`src/rtl/ifetch_unit_if.sv`:
```
// Fetch-stage bundle: instruction memory port, redirect input and the IF/ID register outputs.
// master = fetch unit side, slave = memory/decode/control side.
interface ifetch_unit_if;
  logic [63:0] pc_addr;
  logic [31:0] imem_instr;
  logic        imem_exc_en;
  logic [3:0]  imem_exc_code;
  logic [63:0] imem_exc_val;
  logic        redirect_en;
  logic [63:0] redirect_pc;
  logic        id_ready;
  logic        id_valid;
  logic [31:0] id_instr;
  logic [63:0] id_pc;
  logic        id_exc_en;
  logic [3:0]  id_exc_code;
  logic [63:0] id_exc_val;

  modport master (
    output pc_addr, id_valid, id_instr, id_pc, id_exc_en, id_exc_code, id_exc_val,
    input  imem_instr, imem_exc_en, imem_exc_code, imem_exc_val,
    input  redirect_en, redirect_pc, id_ready
  );

  modport slave (
    input  pc_addr, id_valid, id_instr, id_pc, id_exc_en, id_exc_code, id_exc_val,
    output imem_instr, imem_exc_en, imem_exc_code, imem_exc_val,
    output redirect_en, redirect_pc, id_ready
  );
endinterface

```
`src/rtl/ifetch_unit.sv`:
```
// Instruction fetch with IF/ID register: one-cycle fetch latency, one instr/cycle, holds while decode stalls.
// A fetch fault issues a NOP carrying the exception, then fetching halts until a redirect.
module ifetch_unit #(
  parameter logic [63:0] RESET_PC  = 64'h0000_0000_0000_0000,
  parameter logic [31:0] NOP_INSTR = 32'h00000013
) (
  input  logic          clk,
  input  logic          rst,
  ifetch_unit_if.master bus
);
  typedef enum logic {RUN, WAIT_TRAP} state_t;

  state_t      state;
  logic [63:0] pc;
  logic        valid_q;
  logic [31:0] instr_q;
  logic [63:0] pc_q;
  logic        exc_en_q;
  logic [3:0]  exc_code_q;
  logic [63:0] exc_val_q;

  logic load;
  logic misaligned;
  logic fault;

  assign load       = !valid_q || bus.id_ready;
  assign misaligned = (pc[1:0] != 2'b00);
  assign fault      = misaligned || bus.imem_exc_en;

  assign bus.pc_addr     = pc;
  assign bus.id_valid    = valid_q;
  assign bus.id_instr    = instr_q;
  assign bus.id_pc       = pc_q;
  assign bus.id_exc_en   = exc_en_q;
  assign bus.id_exc_code = exc_code_q;
  assign bus.id_exc_val  = exc_val_q;

  always_ff @(posedge clk) begin
    if (rst) begin
      state      <= RUN;
      pc         <= RESET_PC;
      valid_q    <= 1'b0;
      instr_q    <= NOP_INSTR;
      pc_q       <= 64'd0;
      exc_en_q   <= 1'b0;
      exc_code_q <= 4'd0;
      exc_val_q  <= 64'd0;
    end else if (bus.redirect_en) begin
      // Whatever sits in IF/ID this cycle is squashed; target is fetched next cycle.
      state    <= RUN;
      pc       <= bus.redirect_pc;
      valid_q  <= 1'b0;
      exc_en_q <= 1'b0;
    end else if (load) begin
      case (state)
        RUN: begin
          valid_q <= 1'b1;
          pc_q    <= pc;
          if (fault) begin
            instr_q    <= NOP_INSTR;
            exc_en_q   <= 1'b1;
            exc_code_q <= misaligned ? 4'd0 : bus.imem_exc_code;
            exc_val_q  <= misaligned ? pc : bus.imem_exc_val;
            state      <= WAIT_TRAP;
          end else begin
            instr_q    <= bus.imem_instr;
            exc_en_q   <= 1'b0;
            exc_code_q <= 4'd0;
            exc_val_q  <= 64'd0;
            pc         <= pc + 64'd4;
          end
        end
        WAIT_TRAP: begin
          valid_q    <= 1'b0;
          exc_en_q   <= 1'b0;
          exc_code_q <= 4'd0;
          exc_val_q  <= 64'd0;
        end
        default: state <= RUN;
      endcase
    end
  end
endmodule

```
`src/flat_wrapper.sv`:
```
// flat-port wrapper written by rule: the top's interface ports become plain ports
module ifetch_unit_flat 
#(
  parameter logic [63:0] RESET_PC  = 64'h0000_0000_0000_0000,
  parameter logic [31:0] NOP_INSTR = 32'h00000013
)
  (clk, rst, bus_pc_addr, bus_id_valid, bus_id_instr, bus_id_pc, bus_id_exc_en, bus_id_exc_code, bus_id_exc_val, bus_imem_instr, bus_imem_exc_en, bus_imem_exc_code, bus_imem_exc_val, bus_redirect_en, bus_redirect_pc, bus_id_ready);
  ifetch_unit_if bus_i ();
  input  logic clk;
  input  logic rst;
  output wire logic [$bits(bus_i.pc_addr)-1:0] bus_pc_addr;
  output wire logic [$bits(bus_i.id_valid)-1:0] bus_id_valid;
  output wire logic [$bits(bus_i.id_instr)-1:0] bus_id_instr;
  output wire logic [$bits(bus_i.id_pc)-1:0] bus_id_pc;
  output wire logic [$bits(bus_i.id_exc_en)-1:0] bus_id_exc_en;
  output wire logic [$bits(bus_i.id_exc_code)-1:0] bus_id_exc_code;
  output wire logic [$bits(bus_i.id_exc_val)-1:0] bus_id_exc_val;
  input wire logic [$bits(bus_i.imem_instr)-1:0] bus_imem_instr;
  input wire logic [$bits(bus_i.imem_exc_en)-1:0] bus_imem_exc_en;
  input wire logic [$bits(bus_i.imem_exc_code)-1:0] bus_imem_exc_code;
  input wire logic [$bits(bus_i.imem_exc_val)-1:0] bus_imem_exc_val;
  input wire logic [$bits(bus_i.redirect_en)-1:0] bus_redirect_en;
  input wire logic [$bits(bus_i.redirect_pc)-1:0] bus_redirect_pc;
  input wire logic [$bits(bus_i.id_ready)-1:0] bus_id_ready;
  assign bus_pc_addr = bus_i.pc_addr;
  assign bus_id_valid = bus_i.id_valid;
  assign bus_id_instr = bus_i.id_instr;
  assign bus_id_pc = bus_i.id_pc;
  assign bus_id_exc_en = bus_i.id_exc_en;
  assign bus_id_exc_code = bus_i.id_exc_code;
  assign bus_id_exc_val = bus_i.id_exc_val;
  assign bus_i.imem_instr = bus_imem_instr;
  assign bus_i.imem_exc_en = bus_imem_exc_en;
  assign bus_i.imem_exc_code = bus_imem_exc_code;
  assign bus_i.imem_exc_val = bus_imem_exc_val;
  assign bus_i.redirect_en = bus_redirect_en;
  assign bus_i.redirect_pc = bus_redirect_pc;
  assign bus_i.id_ready = bus_id_ready;
  ifetch_unit #(.RESET_PC(RESET_PC), .NOP_INSTR(NOP_INSTR)) u_core (.clk(clk), .rst(rst), .bus(bus_i));
endmodule
```
`config.mk`:
```
export PLATFORM = sky130hd
export DESIGN_NAME = ifetch_unit_flat
export DESIGN_NICKNAME = d
export VERILOG_FILES = /design/src/rtl/ifetch_unit_if.sv /design/src/rtl/ifetch_unit.sv /design/src/flat_wrapper.sv
export SDC_FILE = /design/constraint.sdc
export NUM_CORES = 1
export LEC_CHECK = 0
export ABC_AREA = 1
export ABC_CLOCK_PERIOD_IN_PS = 2050
export CAP_MARGIN = 30
export CORE_MARGIN = 4
export CORE_UTILIZATION = 45
export CTS_CLUSTER_SIZE = 10
export DETAILED_ROUTE_END_ITERATION = 16
export MAX_ROUTING_LAYER = met4
export PLACE_DENSITY = 0.81
export SETUP_SLACK_MARGIN = 0.5
export SLEW_MARGIN = 15
export SYNTH_ARGS = -nofsm -noshare
export SYNTH_HDL_FRONTEND = slang
export SYNTH_SLANG_ARGS = --single-unit
```
`constraint.sdc`:
```
create_clock -name clk -period 2.05 [get_ports clk]
set_input_delay 0.615 -clock clk [delete_from_list [all_inputs] [get_ports clk]]
set_output_delay 0.615 -clock clk [all_outputs]
set_load 0.02 [all_outputs]
```
; ---- Word level (Yosys, flattened, before mapping)
; Index checks and enable logic that the tools add are counted.
[totals]
register_bits = 231
latch_bits = 0
ramBits = 0
mem_bits_ro = 0
inputBits = 169
word_cells = 37
memories = 0
[op_classes]
addsub = 1
n_mul = 0
div_mod_pow = 0
order_cmp = 0
n_eq_ne = 2
shift = 0
n_mux = 15
bitwise_logic = 2
reduce_logical = 9
[ops]
columns = op, count
row1 = $mux W64, 6
row2 = $pmux W64 S2, 1
row3 = $add A64 B3 Y64 const B, 1
row4 = $mux W32, 1
row5 = $mux W4, 2
row6 = $pmux W4 S2, 1
row7 = $reduce_and A3 Y1, 2
row8 = $ne A2 B2 Y1 const B, 2
row9 = $pmux W1 S2, 2
row10 = $reduce_bool A2 Y1, 2
row11 = $logic_or A1 B1 Y1, 2
row12 = $mux W1, 2
row13 = $not A1 Y1, 2
row14 = $reduce_and A2 Y1, 1
row15 = $reduce_or A2 Y1, 1
row16 = $logic_not A1 Y1, 1

; ---- Logic depth before layout (Yosys ltp)
; Gate-level depths: netlist (run 1).
[logic_depth]
depth_word = 6
depth_mapped = 11
depth_no_buf = 11

; ---- Worst setup path after synthesis (run 1)
; No wires, ideal clock.
[synth_timing]
path_type = register to register
from = register u_core.pc[3] (netlist: u_core.bus.pc_addr[3])
to = register u_core.pc[54] (netlist: u_core.bus.pc_addr[54])
arrival_ns = 1.643
path_slack_ns = 0.275
path_stages_with_launch = 11
synth_period_minus_slack_ns = 1.775
cell_sequence = dfxtp_1 ha_1 nand2_2 nor2_4 nand2_4 nor2_8 nand2_2 o21ai_0 nand3_1 nand2_1 a21oi_1
[synth_between]
elab_chain_len = 5
[synth_rtl]
columns = element, line_no
row1 = "start, declared", ifetch_unit.sv:14  ; logic [63:0] pc;
row2 = "start signal, assigned", ifetch_unit.sv:51  ; pc <= bus.redirect_pc;
row3 = "start signal, assigned", ifetch_unit.sv:70  ; pc <= pc + 64'd4;
row4 = $add A64 B3 Y64, ifetch_unit.sv:70
row5 = $mux W64, ifetch_unit.sv:59  ; if (fault) begin
row6 = $mux W64, ifetch_unit.sv:55  ; case (state)
row7 = $mux W64, ifetch_unit.sv:54  ; end else if (load) begin
row8 = $mux W64, ifetch_unit.sv:48  ; end else if (bus.redirect_en) begin
; No other way between the ends. The select of a mux whose other input is x is not followed.
; A chain may end at the register's enable or synchronous reset.

; ---- Worst setup path after layout (run 1)
[layout_timing]
from = register u_core.valid_q (netlist: u_core.bus.id_valid)
to = register u_core.exc_val_q[10] (netlist: u_core.bus.id_exc_val[10])
[layout_between]
elab_chain_len = 3
[layout_rtl]
columns = element, line_no
row1 = "start, declared", ifetch_unit.sv:15  ; logic valid_q;
row2 = "start signal, assigned", ifetch_unit.sv:42  ; valid_q <= 1'b0;
row3 = "start signal, assigned", ifetch_unit.sv:52  ; valid_q <= 1'b0;
row4 = "start signal, assigned", ifetch_unit.sv:57  ; valid_q <= 1'b1;
row5 = $logic_not A1 Y1, ifetch_unit.sv:26  ; assign load = !valid_q || bus.id_ready;
row6 = $logic_or A1 B1 Y1, ifetch_unit.sv:26
row7 = $reduce_and A2 Y1 (no line), n/a
row8 = "end signal, assigned", ifetch_unit.sv:63  ; exc_val_q <= misaligned ? pc : bus.imem_exc_val;
row9 = "end, declared", ifetch_unit.sv:20  ; logic [63:0] exc_val_q;
; No other way between the ends.

==> reports/results.ini, run 1 <==
[timing]
finalSetupViolCount = 0
min_period_over_period = 0.886
clock_skew_ns = 0.0145
tightestPinTransition_ns = 0.416
setup_tns_ns = 0
finalHoldViolCount = 0
period_needed_ns = 1.82
fmax_mhz = 550
finalMaxSlewViolations = 0
rsz0062_at_grt = true
whs_ns = 0.353
max_slew_margin = 0.720

[global_routing]
grt_pass1_wl_mm = 69.8
first_global_vias = 12367
grt_max_degree = 63
grt_antenna_before_repair = 2
overflow = 0
grt.total_usage = 0.336

[floorplanning]
coreArea_mm2 = 0.0237
initial_utilization = 0.462
rows = 56
die_h_um = 164
fp.dieW_um = 164
dieArea_mm2 = 0.0269
ios = 399

[final_layout]
multi_input_area_mm2 = 0.00658
regArea_mm2 = 0.00487
num-nets-final = 2322
stdcell_area_mm2 = 0.0186
layout-drive-gt1-share = 0.368
num-fill-cells = 1700
final_cell_mix = 432 x nand2_1, 164 x clkdlybuf4s50_1, 150 x dfxtp_1
area_growth_pct = 69.9
layout_commonest_cell = nand2_1
utilization = 0.784

[synth]
yosysUniqueCellTypes = 33
syn_nets = 1797
ys_seq_elements = 231
synth_ff_type = dfxtp_1
synthArstFlopShare = 0
postSynthAreaPerCell_um2 = 6.72
synth-edff-count = 0
syn_inst = 1627
synth_area_mm2 = 0.0109
yosysWarnings = 0
yosysSeqAreaShare = 0.423

[setup_path]
critical_path.max_stage_delay_ns = 0.32
critPathLaunchType = flip-flop
crit_required_ns = 2.52
endpoint_kind = flip-flop
crit_top_cell = nor2_4
crit_arrival_ns = 2.28
path_delay_family = buffers and inverters
path_buf_inv = 6
critPathKind = reg -> reg
cp_slowest_cell = dfxtp_2
cp_max_fo = 17
path_cells = inv_2 -> nor2_4 -> buf_6 -> nor2_4 -> inv_2 -> nor2_4 -> inv_4 -> nor2_4 -> buf_4 -> clkbuf_16 -> nand2_1 -> a21oi_1

[detailed_routing]
dr.pass1.iters = 8
wl_mm = 55.0
route.detailed.drc = 0
detail_route.iter0.violations = 1661
via_count = 14370
wl_per_cell_um = 22.2
vias_per_cell = 5.80
ant_nets = 0

[pwr]
ir_drop_uv = 688
powerDensity_mw_per_mm2 = 671
power.leakage_nw = 7.89

[clock_network]
cts_root_buffer = clkbuf_16
h-tree-depth = 1
numCtsBuffers = 27
cts.clk_slew.worst_paths_ns = 0.06
insertion_delay_ns = 0.55
clock_sinks = 231
cts_tree = done
clockBufferDepth = 3

[place]
port_buffers = 398
dpl.hpwl_mm = 34.1
dpl_cell_area_mm2 = 0.0156
gp_congestion = 1.03

[outcome]
status = complete, no violations

[min_path]
hold_class = in -> reg

[run]
maxCapViolations = 0

## registers in the layout (all words and copies together) (netlist names)
name and flops:
u_core.bus.id_exc_code 4, u_core.bus.id_exc_en 1, u_core.bus.id_exc_val 64, u_core.bus.id_instr 32, u_core.bus.id_pc 64, u_core.bus.id_valid 1
u_core.bus.pc_addr 64, u_core.state 1
## report_power, final
part / internal, mW / switching (mW)
Clock: 2.38 / 1.89
Combinational: 1.40 / 1.76
Sequential: 4.77 / 0.272
Total: 8.55 / 3.93
## Yosys cell counts (6+ instances only)
| cell | n | area share |
|---|---|---|
| nand2_1 | 489 | 0.17 |
| dfxtp_1 | 231 | 0.42 |
| nor2_1 | 202 | 0.069 |
| a21oi_1 | 158 | 0.072 |
| o21ai_0 | 151 | 0.069 |
| inv_1 | 97 | 0.033 |
| clkbuf_1 | 62 | 0.021 |
| nand3_1 | 53 | 0.024 |
| a22oi_1 | 28 | 0.019 |
| a31oi_1 | 24 | 0.014 |
| buf_2 | 22 | 0.010 |
| xor2_1 | 17 | 0.014 |
| nand4_1 | 15 | 0.0086 |
| nor2_4 | 12 | 0.012 |
| o21ai_1 | 10 | 0.0046 |
| nand2_2 | 9 | 0.0051 |
| nor2_2 | 8 | 0.0046 |
| o211ai_1 | 7 | 0.0048 |
| inv_2 | 6 | 0.0021 |
## what timing repair did
action / CTS / global route
resized for setup: 1122 / 451
hold buffers: 0 / 0
pin swaps: 7 / 82
setup buffers: 38 / 69
gates cloned: 0 / 30
setup endpoints to repair: 445 / 456
## path summary, 6_finish.rpt
path                                              start                        end  slack, ns  cells past startpoint
worst max-delay path                u_core.bus.id_valid  u_core.bus.id_exc_val[10]       0.23                     12
worst min-delay path                                rst     u_core.bus.pc_addr[20]       0.35                      2
worst max register to register      u_core.bus.id_valid  u_core.bus.id_exc_val[10]       0.23                     12
worst min register to register  u_core.bus.id_instr[31]    u_core.bus.id_instr[31]       0.46                      2
## per-layer routing
layer | track usage | vias up | wire length [um]
li1 | - | 6364 | -
met1 | 0.444 | 6767 | 21000
met2 | 0.545 | 1003 | 25000
met3 | 0.0519 | 236 | 6290
met4 | 0.0843 | 0 | 2730
met5 | - | - | 0
## layout make-up
type	count	area share
multi-input cells	1202	0.354
repair buffers	586	0.300
flip-flops and latches	231	0.262
clock buffers	32	0.0379
inverters	104	0.0233
well taps	319	0.0215
clock inverters	2	0.000741
diodes	2	0.000269
## logic make-up after synthesis
group | Yosys count | share of synthesized area
AOI/OAI and AO/OA | 383 | 0.187
adders and majority gates | 1 | 0.00114
xor gates and xnor gates | 20 | 0.0160
DFF | 231 | 0.423
buffers and inverters | 194 | 0.0708
and+or+nand+nor | 798 | 0.302
## through the flow
stage                     power (mW)  cells  setup WS (ns)
after floorplan                 6.32   1627          0.434
after global placement          7.61   2305         -0.251
after detailed placement        7.65   2305         -0.295
after CTS                       11.7   2377          0.312
after global routing            12.8   2478          0.189
final                           12.5   2478          0.233
No activity file was read; power rests on OpenSTA's default activity.
==> run 2, diff against run 1 <==
Settings changed: ABC_CLOCK_PERIOD_IN_PS 2050 to default, PLACE_DENSITY 0.81 to 0.78.
Clock period 2.05 ns to 1.8 ns, I/O delays scaled along.
==> reports/results.ini, run 2 (synthesis results as in run 1) <==
[min_path]
hold_class = in -> reg
hold_depth = 4

[global_routing]
grtUsageMet1 = 0.413
grtUsageMet2 = 0.568
grt_pass1_wl_mm = 70.0
overflow = 0
grt_max_degree = 92
grt_antenna_before_repair = 2
gr-max-usage-layer = met2
first_global_vias = 12783
grt.total_usage = 0.338
globalRouteMet3Util = 0.0607

[timing]
finalSetupViolCount = 1
min_period_over_period = 1.01
finalMaxSlewViolations = 0
clock_skew_ns = 0.0155
whs_ns = 0.351
tightestPinTransition_ns = 0.516
period_needed_ns = 1.83
fmax_mhz = 548
max_slew_margin = 0.656
fin_ws_ns = -0.0256
finalHoldViolCount = 0
rsz0062_at_grt = true

[detailed_routing]
route.detailed.drc = 0
detail_route.iter0.violations = 1736
ant_nets = 0
vias_per_cell = 5.65
wl_per_cell_um = 21.7
dr.pass1.iters = 8
wl_mm = 54.2
via_count = 14129

[clock_network]
h-tree-depth = 1
cts_tree = done
cts.clk_slew.worst_paths_ns = 0.07
cts_root_buffer = clkbuf_16
clock_sinks = 231
numCtsBuffers = 27
clockBufferDepth = 3
insertion_delay_ns = 0.55

[setup_path]
crit_arrival_ns = 2.25
crit_top_cell = buf_12
startpoint = u_core.bus.pc_addr[0]
endpoint_kind = flip-flop
cp_max_fo = 9
crit_required_ns = 2.22
path_cells = nor2_4 -> nand2_4 -> inv_4 -> nand3_4 -> buf_12 -> nor2_8 -> buf_12 -> buf_12 -> nand2_1 -> a31oi_1
reg2reg_setup_slack_ns = -0.03
timing.rr.end = u_core.bus.pc_addr[22]
r2r_start = u_core.bus.pc_addr[0]
cp_slowest_cell = dfxtp_4
r2r_cells = 10
critical_path.max_stage_delay_ns = 0.35
cp-endpoint = u_core.bus.pc_addr[22]
critPathLaunchType = flip-flop
critPathKind = reg -> reg

[final_layout]
layout_commonest_cell = nand2_1
final_cell_mix = 447 x nand2_1, 169 x buf_6, 164 x clkdlybuf4s50_1
layout-drive-gt1-share = 0.369
finalNonFillerCells = 2502
area_growth_pct = 76.3
num-nets-final = 2341

[place]
dpl.hpwl_mm = 33.7
port_buffers = 398
gp_congestion = 1.01
place_inst = 2326

[floorplanning]
ios = 399
rows = 56
die_h_um = 164
coreArea_mm2 = 0.0237
initial_utilization = 0.462
fp.dieW_um = 164
dieArea_mm2 = 0.0269

[pwr]
ir_drop_uv = 854
power_switching_mw = 4.46
p_int_mw = 9.96
power_frac_seq = 0.401
p_sw_frac = 0.309
power.share.clock = 0.338
power.leakage_nw = 7.82
pwr-share-comb = 0.261
powerDensity_mw_per_mm2 = 748

[outcome]
violations = negative setup slack
status = finished, violations left

[run]
maxCapViolations = 0

[run 2: area by class of cell]
cell class,instances,area (um^2)
Timing Repair Buffer,605,6630
Fill cell,1550,4400
Clock inverter,2,13.8
Sequential cell,231,4950
Clock buffer,37,713
Antenna cell,2,5.00
Multi-Input combinational cell,1202,6150
Inverter,104,417
Tap cell,319,399
[run 2: worst max-delay path: cells and delay by family (launching register included)]
family	cells	cell delay, ns
buffers and inverters	4	0.51
flip-flops	1	0.35
AO/OA/AOI/OAI	1	0.27
AND/OR/NAND/NOR	5	0.57
[run 2: worst min path at each step]
stage	from	endpoint	slack (ns)
finish	bus_id_ready	u_core.bus.id_exc_en	0.35
CTS	u_core.bus.id_exc_val[29]	u_core.bus.id_exc_val[29]	0.46
global placement	u_core.bus.id_exc_val[36]	u_core.bus.id_exc_val[36]	0.45
detailed placement	u_core.bus.id_exc_val[29]	u_core.bus.id_exc_val[29]	0.45
global route	bus_id_ready	u_core.bus.id_exc_en	0.35
floorplan	u_core.state	u_core.bus.id_valid	0.50
[run 2: routing by layer]
layer / wire (um) / up-vias
li1: - / 6381
met1: 19800 / 6549
met2: 25500 / 953
met3: 5680 / 246
met4: 3230 / 0
met5: 0 / -
[run 2: what timing repair did]
item / 4_1_cts / 5_1_grt
gates resized for setup: 1051 / 441
buffers inserted: 43 / 66
setup endpoints to repair: 456 / 457
pin swaps: 11 / 49
gates cloned: 0 / 26
hold buffers: 0 / 0
[run 2: metrics by stage]
step	power [mW]	utilization	area, um^2	setup TNS, ns	setup WS [ns]
4_1_cts	13.6	0.735	17400	0	0.0855
5_1_grt	14.9	0.814	19300	-0.176	-0.0638
3_3_place_gp	8.71	0.671	15900	-56.35	-0.349
2_1_floorplan	7.26	-	11400	0	0.267
3_5_place_dp	8.76	0.671	15900	-66.22	-0.405
6_report	14.4	0.814	19300	-0.0256	-0.0256
[run 2: power by group through the flow]
stage                     combinational, mW  sequential [mW]  clock, mW
after floorplan                        1.10             6.16          0
after global placement                 2.90             5.82          0
after detailed placement               2.94             5.82          0
after CTS                              3.02             5.72       4.86
after global routing                   3.95             5.81       5.11
final                                  3.77             5.78       4.88
